File: config.mk
export PLATFORM = sky130hd
export DESIGN_NAME = operand_entry
export DESIGN_NICKNAME = d
export VERILOG_FILES = /design/src/rtl/operand_entry_pkg.sv /design/src/rtl/edge_repeat.sv /design/src/rtl/operand_entry.sv
export SDC_FILE = /design/constraint.sdc
export NUM_CORES = 1
export LEC_CHECK = 0
export ABC_AREA = 1
export BUFFER_PORTS_ARGS = -buffer_cell sky130_fd_sc_hd__buf_4
export CAP_MARGIN = 10
export CORE_UTILIZATION = 28
export CTS_CLUSTER_SIZE = 12
export DETAILED_ROUTE_END_ITERATION = 8
export PLACE_DENSITY = 0.51
export SLEW_MARGIN = 30
export SYNTH_ARGS = -nofsm -noshare
export SYNTH_HDL_FRONTEND = slang
export SYNTH_SLANG_ARGS = --single-unit
export TNS_END_PERCENT = 1
File: constraint.sdc
create_clock -name clk -period 3.7 [get_ports clk]
set_clock_uncertainty 0.2 [all_clocks]
set_input_delay 0.925 -clock clk [delete_from_list [all_inputs] [get_ports clk]]
set_output_delay 0.925 -clock clk [all_outputs]
set_load 0.005 [all_outputs]
File: src/rtl/operand_entry_pkg.sv
// Shared types and helpers for the hex operand entry block.
package operand_entry_pkg;

  // Edit FSM encoding, also driven straight onto the state output.
  typedef enum logic [1:0] {
    ST_IDLE   = 2'd0,
    ST_EDIT   = 2'd1,
    ST_HOLD   = 2'd2,
    ST_REPEAT = 2'd3
  } state_t;

  // Button positions within the push vector.
  localparam int unsigned BTN_INC = 0;
  localparam int unsigned BTN_DEC = 1;
  localparam int unsigned BTN_ADV = 2;
  localparam int unsigned NBTN    = 3;

  // Number of hex digits in an operand of the given bit width.
  function automatic int unsigned num_digits(input int unsigned width);
    return width / 4;
  endfunction

  // Cursor register width; kept at least one bit for single-digit operands.
  function automatic int unsigned cursor_width(input int unsigned nd);
    int unsigned w;
    w = (nd < 2) ? 1 : $clog2(nd);
    return w;
  endfunction

endpackage

File: src/rtl/edge_repeat.sv
// Button edge detection plus the hold / auto-repeat edit FSM.
// Emits one-cycle step pulses (with direction) and cursor-advance pulses.
module edge_repeat
  import operand_entry_pkg::*;
#(
  parameter int unsigned REPEAT_DLY = 25_000_000,
  parameter int unsigned REPEAT_PER = 5_000_000
) (
  input  logic            clk,
  input  logic            rst_n,
  input  logic [NBTN-1:0] push_i,
  input  logic            en_i,
  input  logic            restart_i,
  input  logic            freeze_i,
  output state_t          state_o,
  output logic            step_o,
  output logic            step_dn_o,
  output logic            adv_o
);

  localparam logic [31:0] DLY_LAST = 32'(REPEAT_DLY - 1);
  localparam logic [31:0] PER_LAST = 32'(REPEAT_PER - 1);

  logic [NBTN-1:0] push_q;
  logic [NBTN-1:0] armed_q;
  logic [NBTN-1:0] ev;
  state_t          state_q;
  logic            dir_q;
  logic            step_q;
  logic            adv_q;
  logic [31:0]     cnt_q;
  logic            both;
  logic            held;

  // Press events; a button must be seen released once after reset before it
  // can produce an event, so a button held through reset is not a press.
  always_comb begin
    ev   = push_i & ~push_q & armed_q;
    both = push_i[BTN_INC] & push_i[BTN_DEC];
    held = dir_q ? push_i[BTN_DEC] : push_i[BTN_INC];
  end

  // Button sampling and re-arm tracking.
  always_ff @(posedge clk or negedge rst_n) begin
    if (!rst_n) begin
      push_q  <= '0;
      armed_q <= '0;
    end else begin
      push_q  <= push_i;
      armed_q <= armed_q | ~push_i;
    end
  end

  // Edit FSM with hold/repeat timing; step and advance pulses are registered
  // and consumed by the operand datapath one cycle later.
  always_ff @(posedge clk or negedge rst_n) begin
    if (!rst_n) begin
      state_q <= ST_IDLE;
      dir_q   <= 1'b0;
      step_q  <= 1'b0;
      adv_q   <= 1'b0;
      cnt_q   <= '0;
    end else begin
      step_q <= 1'b0;
      adv_q  <= 1'b0;
      if (!en_i) begin
        state_q <= ST_IDLE;
        cnt_q   <= '0;
      end else if (freeze_i) begin
        state_q <= state_q;
      end else if (restart_i) begin
        state_q <= ST_EDIT;
        cnt_q   <= '0;
      end else begin
        if (state_q != ST_IDLE) begin
          adv_q <= ev[BTN_ADV];
        end
        unique case (state_q)
          ST_IDLE: begin
            state_q <= ST_EDIT;
          end
          ST_EDIT: begin
            if (!both && (ev[BTN_INC] || ev[BTN_DEC])) begin
              state_q <= ST_HOLD;
              step_q  <= 1'b1;
              dir_q   <= ~ev[BTN_INC];
              cnt_q   <= '0;
            end
          end
          ST_HOLD: begin
            if (both || !held) begin
              state_q <= ST_EDIT;
            end else if (cnt_q == DLY_LAST) begin
              state_q <= ST_REPEAT;
              cnt_q   <= '0;
            end else begin
              cnt_q <= cnt_q + 32'd1;
            end
          end
          ST_REPEAT: begin
            if (both || !held) begin
              state_q <= ST_EDIT;
            end else if (cnt_q == PER_LAST) begin
              step_q <= 1'b1;
              cnt_q  <= '0;
            end else begin
              cnt_q <= cnt_q + 32'd1;
            end
          end
        endcase
      end
    end
  end

  // A pulse already in flight is dropped if editing is disabled, the operand
  // selection changes, or the selection is invalid in the cycle it would act.
  always_comb begin
    state_o   = state_q;
    step_o    = step_q & en_i & ~restart_i & ~freeze_i;
    step_dn_o = dir_q;
    adv_o     = adv_q & en_i & ~restart_i & ~freeze_i;
  end

endmodule

File: src/rtl/operand_entry.sv
// Push-button hex operand entry: per-digit inc/dec with auto-repeat,
// cursor advance, operand select and cursor blink mask.
module operand_entry
  import operand_entry_pkg::*;
#(
  parameter int unsigned WIDTH      = 32,
  parameter int unsigned NOPS       = 2,
  parameter int unsigned REPEAT_DLY = 25_000_000,
  parameter int unsigned REPEAT_PER = 5_000_000,
  parameter int unsigned BLINK_DIV  = 12_500_000
) (
  input  logic                                        clk,
  input  logic                                        rst_n,
  input  logic [2:0]                                  push,
  input  logic                                        edit_en,
  input  logic [1:0]                                  op_sel,
  output logic [NOPS*WIDTH-1:0]                       ops,
  output logic [cursor_width(num_digits(WIDTH))-1:0]  cursor,
  output logic [1:0]                                  state,
  output logic [num_digits(WIDTH)-1:0]                blink
);

  localparam int unsigned   ND         = num_digits(WIDTH);
  localparam int unsigned   CW         = cursor_width(ND);
  localparam logic [CW-1:0] CUR_LAST   = CW'(ND - 1);
  localparam logic [31:0]   BLINK_LAST = 32'(BLINK_DIV - 1);

  logic [NOPS*WIDTH-1:0] ops_q;
  logic [NOPS*WIDTH-1:0] ops_d;
  logic [CW-1:0]         cursor_q;
  logic [CW-1:0]         cursor_d;
  logic [1:0]            opsel_q;
  logic [31:0]           blink_cnt_q;
  logic                  blink_ph_q;
  logic                  sel_valid;
  logic                  restart;
  logic                  step;
  logic                  step_dn;
  logic                  adv;
  state_t                st;

  // Operand selection: only valid values are remembered, so leaving and
  // returning to the same operand through an invalid value is not a change.
  always_comb begin
    sel_valid = (32'(op_sel) < NOPS);
    restart   = sel_valid && (op_sel != opsel_q);
  end

  edge_repeat #(
    .REPEAT_DLY (REPEAT_DLY),
    .REPEAT_PER (REPEAT_PER)
  ) u_edge_repeat (
    .clk       (clk),
    .rst_n     (rst_n),
    .push_i    (push),
    .en_i      (edit_en),
    .restart_i (restart),
    .freeze_i  (~sel_valid),
    .state_o   (st),
    .step_o    (step),
    .step_dn_o (step_dn),
    .adv_o     (adv)
  );

  // Next operand and cursor; a step uses the cursor before any same-cycle
  // advance, and digits wrap modulo 16 without touching neighbours.
  always_comb begin
    ops_d = ops_q;
    if (step) begin
      for (int unsigned k = 0; k < NOPS; k++) begin
        for (int unsigned d = 0; d < ND; d++) begin
          if (k == 32'(opsel_q) && d == 32'(cursor_q)) begin
            ops_d[k*WIDTH + d*4 +: 4] = step_dn ? ops_q[k*WIDTH + d*4 +: 4] - 4'd1
                                                : ops_q[k*WIDTH + d*4 +: 4] + 4'd1;
          end
        end
      end
    end
    cursor_d = cursor_q;
    if (restart) begin
      cursor_d = '0;
    end else if (adv) begin
      cursor_d = (cursor_q == CUR_LAST) ? '0 : cursor_q + 1'b1;
    end
  end

  // Operand, cursor and selection registers.
  always_ff @(posedge clk or negedge rst_n) begin
    if (!rst_n) begin
      ops_q    <= '0;
      cursor_q <= '0;
      opsel_q  <= '0;
    end else begin
      ops_q    <= ops_d;
      cursor_q <= cursor_d;
      if (sel_valid) begin
        opsel_q <= op_sel;
      end
    end
  end

  // Free-running blink phase generator.
  always_ff @(posedge clk or negedge rst_n) begin
    if (!rst_n) begin
      blink_cnt_q <= '0;
      blink_ph_q  <= 1'b0;
    end else if (blink_cnt_q == BLINK_LAST) begin
      blink_cnt_q <= '0;
      blink_ph_q  <= ~blink_ph_q;
    end else begin
      blink_cnt_q <= blink_cnt_q + 32'd1;
    end
  end

  // Blank mask: the digit under the cursor during the active blink phase.
  always_comb begin
    blink = '0;
    if (blink_ph_q && st != ST_IDLE) begin
      blink[cursor_q] = 1'b1;
    end
  end

  assign ops    = ops_q;
  assign cursor = cursor_q;
  assign state  = st;

endmodule

Word-level counts from Yosys, hierarchy flattened
Index checks and enable logic that the tools add are counted.

word-level totals
  input port bits = 8
  logic and storage cells = 203
  register bits = 145
  output and inout bits = 77

operators by class
  reductions and logical operators = 48
  equality and inequality tests = 23
  magnitude comparators = 3
  add/sub/neg operators = 35
  mux-type cells = 52
  bitwise gates (word level) = 15

operators by type and width
  kind                                                                      count
  32-bit 2-to-1 mux                                                         9
  32-bit case mux with 3 select lines                                       1
  32-bit by 1-bit adder with 32-bit output (second input constant)          2
  4-bit by 1-bit adder with 4-bit output (second input constant)            16
  4-bit 2-to-1 mux                                                          16
  4-bit by 1-bit subtractor with 4-bit output (second input constant)       16
  32-bit by 23-bit == test with 1-bit output (second input constant)        1
  32-bit by 24-bit == test with 1-bit output (second input constant)        1
  32-bit by 25-bit == test with 1-bit output (second input constant)        1
  2-bit AND reduction                                                       16
  1-bit logical AND                                                         20
  2-bit 2-to-1 mux                                                          7
  3-bit == test (first input constant)                                      4
  1-bit 2-to-1 mux                                                          12
  5-bit AND reduction                                                       2
  3-bit 2-to-1 mux                                                          3
  8-bit 2-to-1 mux                                                          1
  4-bit by 2-bit inequality test with 1-bit output (second input constant)  2
  4-bit by 3-bit inequality test with 1-bit output (second input constant)  2
  2-bit case mux with 4 select lines                                        1
  1-bit bitwise AND                                                         7
  3-bit bitwise AND                                                         2
  2-bit by 3-bit == test with 1-bit output (first input constant)           2
  3-bit inverter                                                            2
  other kinds (23)                                                          30

Longest topological paths before layout
  depth after elaboration = 10
  depth in mapped cells = 14
  depth with buffers taken out = 12

Modules after synthesis
Synthesis repeated with hierarchy kept, for this count alone.

unflattened totals
  cell total of the unflattened synthesis = 1234
  area, all modules = 9381.5 sq um

modules (own cells, without submodules)
  module         instances  area each (sq um)  seq. area each (sq um)  cells an instance
  operand_entry  1          6367.4             2552.4                  785
  edge_repeat    1          3014.1             1076.0                  449

Worst setup path after synthesis
OpenSTA, ideal clock, no wires.

  kind = register to register
  start = reg u_edge_repeat.dir_q (netlist: u_edge_repeat.step_dn_o)
  end = reg u_edge_repeat.cnt_q[15]
  setup slack = 1.127 ns
  stages on the path, launching flop included = 14
  required time = 3.383 ns
  arrival time = 2.256 ns
  setup time = 0.117 ns
  clock period less this slack = 2.573 ns
  buffers on the path = 2
  path through = dfrtp_1 buf_4 inv_2 nand2_1 o21ai_1 nand2_1 clkinv_1 nand2_1 nand2_8 nand2_8 inv_4 buf_6 nand3_1 nand2_1

on the way
  cells in the longest elaborated chain, start to end = 5
  elaborated cells between the ends (all ways) = 6
  those cells by class = eq/ne: 2; mux: 1; reduce/logical: 3

RTL lines
  element                                                            RTL line                               source
  start: declaration                                                 edge_repeat.sv:28                      logic dir_q;
  start signal: assignment                                           edge_repeat.sv:86                      dir_q <= ~ev[BTN_INC];
  1-bit 2-to-1 mux (*)                                               edge_repeat.sv:40                      held = dir_q ? push_i[BTN_DEC] : push_i[BTN_INC];
  1-bit zero test (*)                                                edge_repeat.sv:91, edge_repeat.sv:101
  1-bit logical OR (*)                                               edge_repeat.sv:91, edge_repeat.sv:101
  4-bit by 3-bit inequality test with 1-bit output (no source line)  -
  5-bit AND reduction (no source line) (*)                           -
  end signal: assignment                                             edge_repeat.sv:97                      cnt_q <= cnt_q + 32'd1;
  end signal: assignment                                             edge_repeat.sv:107                     cnt_q <= cnt_q + 32'd1;
  end: declaration                                                   edge_repeat.sv:31                      logic [31:0] cnt_q;

Mark *: on every way between the ends. The rest lies on a longest branch, timed or not.
A chain may end at the register's enable or synchronous reset.

Final worst setup path
  start = reg u_edge_repeat.state_q[0] (netlist: u_edge_repeat.state_o[0])
  end = out blink[2]

on the way
  cells in the longest elaborated chain, start to end = 3

RTL lines
  element                   RTL line              source
  start: declaration        edge_repeat.sv:27     state_t state_q;
  start signal: assignment  edge_repeat.sv:70     state_q <= state_q;
  2-bit nonzero test        operand_entry.sv:118  if (blink_ph_q && st != ST_IDLE) begin
  1-bit logical AND         operand_entry.sv:118
  8-bit 2-to-1 mux          operand_entry.sv:118
  end: declaration          operand_entry.sv:20   output logic [num_digits(WIDTH)-1:0] blink

Every way passes these cells.

==> Implementation_results.wiki <==
{| class="wikitable"
! Metric !! Value
|-
| Outcome || completed
|-
| Total congestion overflow after global routing || 0
|-
| First element of the critical path || u_edge_repeat.state_o[0]
|-
| Pin slew with the least headroom to its limit || 0.706 ns
|-
| Min-delay worst type || in -> async
|-
| Largest net degree at the start of global routing || 53
|-
| Placed Instances || 1783
|-
| Later-pin clock latency in the skew report || 0.44 ns
|-
| Cells taking the most area after synthesis || sky130_fd_sc_hd__dfrtp_1 37%, sky130_fd_sc_hd__nand2_1 15%, sky130_fd_sc_hd__xor2_1 7.2%
|-
| Number of H-tree branching levels || 4
|-
| Synth cell types || 43
|-
| Buffers added on ports || 84
|-
| Clock-pin slew on the worst setup and hold paths || 0.06 ns
|-
| Number of nets with antenna violations after detailed routing || 0
|-
| Number of antenna violations at the first check in global routing || 0
|-
| Post-synthesis average cell area || between 7 and 8 sq um
|-
| Detailed Routing Iterations Pass 1 || 5
|-
| Largest fanout on the critical path || 6
|-
| Yosys reg bits || approximately 150
|-
| Min Clock Period, post-route || 3.11 ns
|-
| HPWL reported at the end of detailed placement || between 15000 and 20000 microns
|-
| Data arrival time of the critical path || 1.99 ns
|-
| Power per standard cell area || ~400 nW/um^2
|-
| Die X || 188 microns
|-
| Endpoints failing hold || 0
|-
| Final number of setup-violating endpoints || 0
|-
| Most frequent cells after synthesis || 381 x sky130_fd_sc_hd__nand2_1, 170 x sky130_fd_sc_hd__inv_1, 145 x sky130_fd_sc_hd__dfrtp_1
|-
| Cell leakage power || 5.95 nW
|-
| Wire length of the first global-routing pass || 41900 microns
|-
| Peak VDD IR || 0.310 mV
|-
| Core region area || between 30000 and 40000 sq um
|-
| Summed negative setup slack over all endpoints || 0 ns
|-
| Number of synthesized flops with an enable pin || 0
|-
| WP data required || 2.57 ns
|-
| Share of layout cells above drive strength 1 || 12.4%
|-
| Vias in the first global route || 8138
|-
| Per-cell routed wire length || 13.6 microns
|-
| Clock tree buffer depth || 2
|-
| Post-route fraction of the period consumed by the critical path || a little over four fifths
|-
| Reg-to-Reg Start || opsel_q[0]
|-
| Top-Level Pins || 85
|-
| Final weighted congestion of routability-driven global placement || 0.888
|-
| Maximum capacitance violations || 0
|-
| Part of the Yosys area used for sequential elements || 37.3%
|-
| Clock sink count || 145
|-
| Total DRC errors in the routed layout || 0
|-
| Endpoint type of the worst setup path || primary output
|-
| Maximum achievable frequency || 321 MHz
|-
| Synthesized cell area || between 9000 and 10000 sq um
|-
| Effective utilization at floorplan || 28.7%
|-
| Number of buffers added by the clock tree synthesis step || 17
|-
| Post-CTS repair timing setup buffer count || 0
|-
| Average vias per placed instance || between 4 and 5
|-
| Category of the worst setup path launch point || flop
|-
| Main flop type after synthesis || sky130_fd_sc_hd__dfrtp_1
|-
| Total number of vias || 8180
|-
| Final routed wirelength across all metal layers || 24600 microns
|-
| Total GRT Usage || 14.7%
|-
| RSZ-0062 raised after global routing || no
|-
| Proportion of synthesized flip-flops having asynchronous set or reset || 100%
|-
| Clock tree from TritonCTS || done
|-
| Number of hold buffers added after cts || 0
|-
| # diodes || 0
|-
| Share of the synthesized area in the top cell type || 37.3%
|-
| Number of DRC markers after the initial detailed-route iteration || approximately 500
|-
| Net Count, Synth || between 1k and 1.5k
|-
| Number of cell instances on the worst register-to-register path || 11
|-
| # nets final || ~1.4k
|-
| Final-report max-slew violation count || 0
|-
| Syn-to-layout area delta || 17.7%
|-
| Setup CP Type || reg -> out
|-
| Clock root cell || sky130_fd_sc_hd__clkbuf_16
|-
| Library cell occupying the most area in the post-synthesis netlist || sky130_fd_sc_hd__dfrtp_1
|-
| Most common cell in the synthesized netlist || sky130_fd_sc_hd__nand2_1
|-
| Resized cells post-CTS || 0
|-
| Die Ht || 188 microns
|-
| Yosys Warn Count || 0
|-
| Post-route non-filler standard cell count || 1814
|-
| Number of rows created at floorplan || 67
|-
| Synth Instances || 1265
|-
| Relative slew margins || between 50% and 60%
|-
| Die area || ~35000 sq um
|}
## flip-flops by register name, summed over array words and instances (netlist names)
register                 cells
ops                         64
blink_cnt_q                 32
u_edge_repeat.cnt_q         32
cursor                       3
u_edge_repeat.armed_q        3
u_edge_repeat.push_q         3
opsel_q                      2
u_edge_repeat.state_o        2
blink_ph_q                   1
u_edge_repeat.adv_q          1
u_edge_repeat.step_dn_o      1
u_edge_repeat.step_q         1
## area by class of cell
cell class | count | area [sq um]
fillers | 3534 | 22400
multi-input cells | 922 | 5260
flip-flops and latches | 145 | 3630
repair buffers | 90 | 704
inverters | 178 | 676
well taps | 448 | 561
clock buffers | 19 | 453
clock inverters | 12 | 156
## logic make-up (layout without fill, tap and decap cells)
| logic type | count (synthesis) | in the layout | synth area share (%) |
|---|---|---|---|
| AND/OR/NAND/NOR | 674 | 674 | 31.5 |
| buffers and inverters | 198 | 299 | 8.58 |
| flip-flops | 145 | 145 | 37.3 |
| AO/OA/AOI/OAI | 94 | 94 | 5.10 |
| XOR/XNOR | 93 | 93 | 8.38 |
| adder cells (fa/ha/maj) | 61 | 61 | 9.09 |
## report_power, final
part	switching (mW)	internal [mW]	total, mW	leakage, nW
Clock	0.732	1.10	1.83	0.288
Combinational	0.637	0.421	1.06	3.70
Sequential	0.104	1.62	1.72	1.97
Total	1.47	3.14	4.61	5.95
## worst max-delay path, cell delays in order (launching register included)
cell and delay (ns):
sky130_fd_sc_hd__dfrtp_1 0.50, sky130_fd_sc_hd__inv_1 0.10, sky130_fd_sc_hd__ha_1 0.24, sky130_fd_sc_hd__nor2_1 0.28, sky130_fd_sc_hd__nand2_1 0.17, sky130_fd_sc_hd__nor2_1 0.13
sky130_fd_sc_hd__buf_4 0.12
## cells in the final DEF, fill, tap and decap left out, types with 4 or more instances in the layout
cell	n
sky130_fd_sc_hd__fa_1	16
sky130_fd_sc_hd__nor2_8	6
sky130_fd_sc_hd__o21ai_0	23
sky130_fd_sc_hd__inv_1	170
sky130_fd_sc_hd__nand4_1	23
sky130_fd_sc_hd__buf_4	87
sky130_fd_sc_hd__clkbuf_16	17
sky130_fd_sc_hd__clkinvlp_4	4
sky130_fd_sc_hd__dfrtp_1	144
sky130_fd_sc_hd__a21oi_1	36
sky130_fd_sc_hd__inv_2	4
sky130_fd_sc_hd__xnor2_1	13
sky130_fd_sc_hd__xor2_1	80
sky130_fd_sc_hd__nor2_4	10
sky130_fd_sc_hd__nor3_1	26
sky130_fd_sc_hd__nor2_2	4
sky130_fd_sc_hd__o21ai_1	24
sky130_fd_sc_hd__nand2_4	4
sky130_fd_sc_hd__ha_1	45
sky130_fd_sc_hd__nand3b_1	4
sky130_fd_sc_hd__nor2_1	135
sky130_fd_sc_hd__nand2_1	381
sky130_fd_sc_hd__nor4_1	4
sky130_fd_sc_hd__nand3_1	60
## worst paths after layout
| path | endpoint | slack, ns |
|---|---|---|
| setup / recovery | blink[2] | 0.59 |
| hold / removal | ops[21] | 0.17 |
| setup reg to reg | ops[8] | 1.22 |
| hold reg to reg | u_edge_repeat.armed_q[0] | 0.25 |
| max in group asynchronous | u_edge_repeat.push_q[0] | 2.31 |
| min in group clk | u_edge_repeat.armed_q[0] | 0.25 |
## routing by layer
metal  vias to the layer above  share of wire (%)  track usage [%]
met2                       170                 46             24.0
met4                         0                1.8             4.56
met1                      3840                 49             19.8
met3                        32                3.5             2.48
met5                         -                  0                0
li1                       4138                  -                -
## metrics by stage
stage | cell area, sq um | setup WS [ns] | total power [mW] | utilization [%] | hold slack (ns)
after floorplan | 9720 | 1.13 | 2.53 | - | 0.227
after global placement | 10800 | 0.702 | 2.81 | 32.0 | 0.239
after detailed placement | 10800 | 0.654 | 2.84 | 32.0 | 0.243
after CTS | 11400 | 0.604 | 4.69 | 33.8 | 0.173
after global routing | 11400 | 0.498 | 4.91 | 33.8 | 0.185
final | 11400 | 0.586 | 4.61 | 33.8 | 0.174
Note: power is estimated with default switching activity, not from simulation.
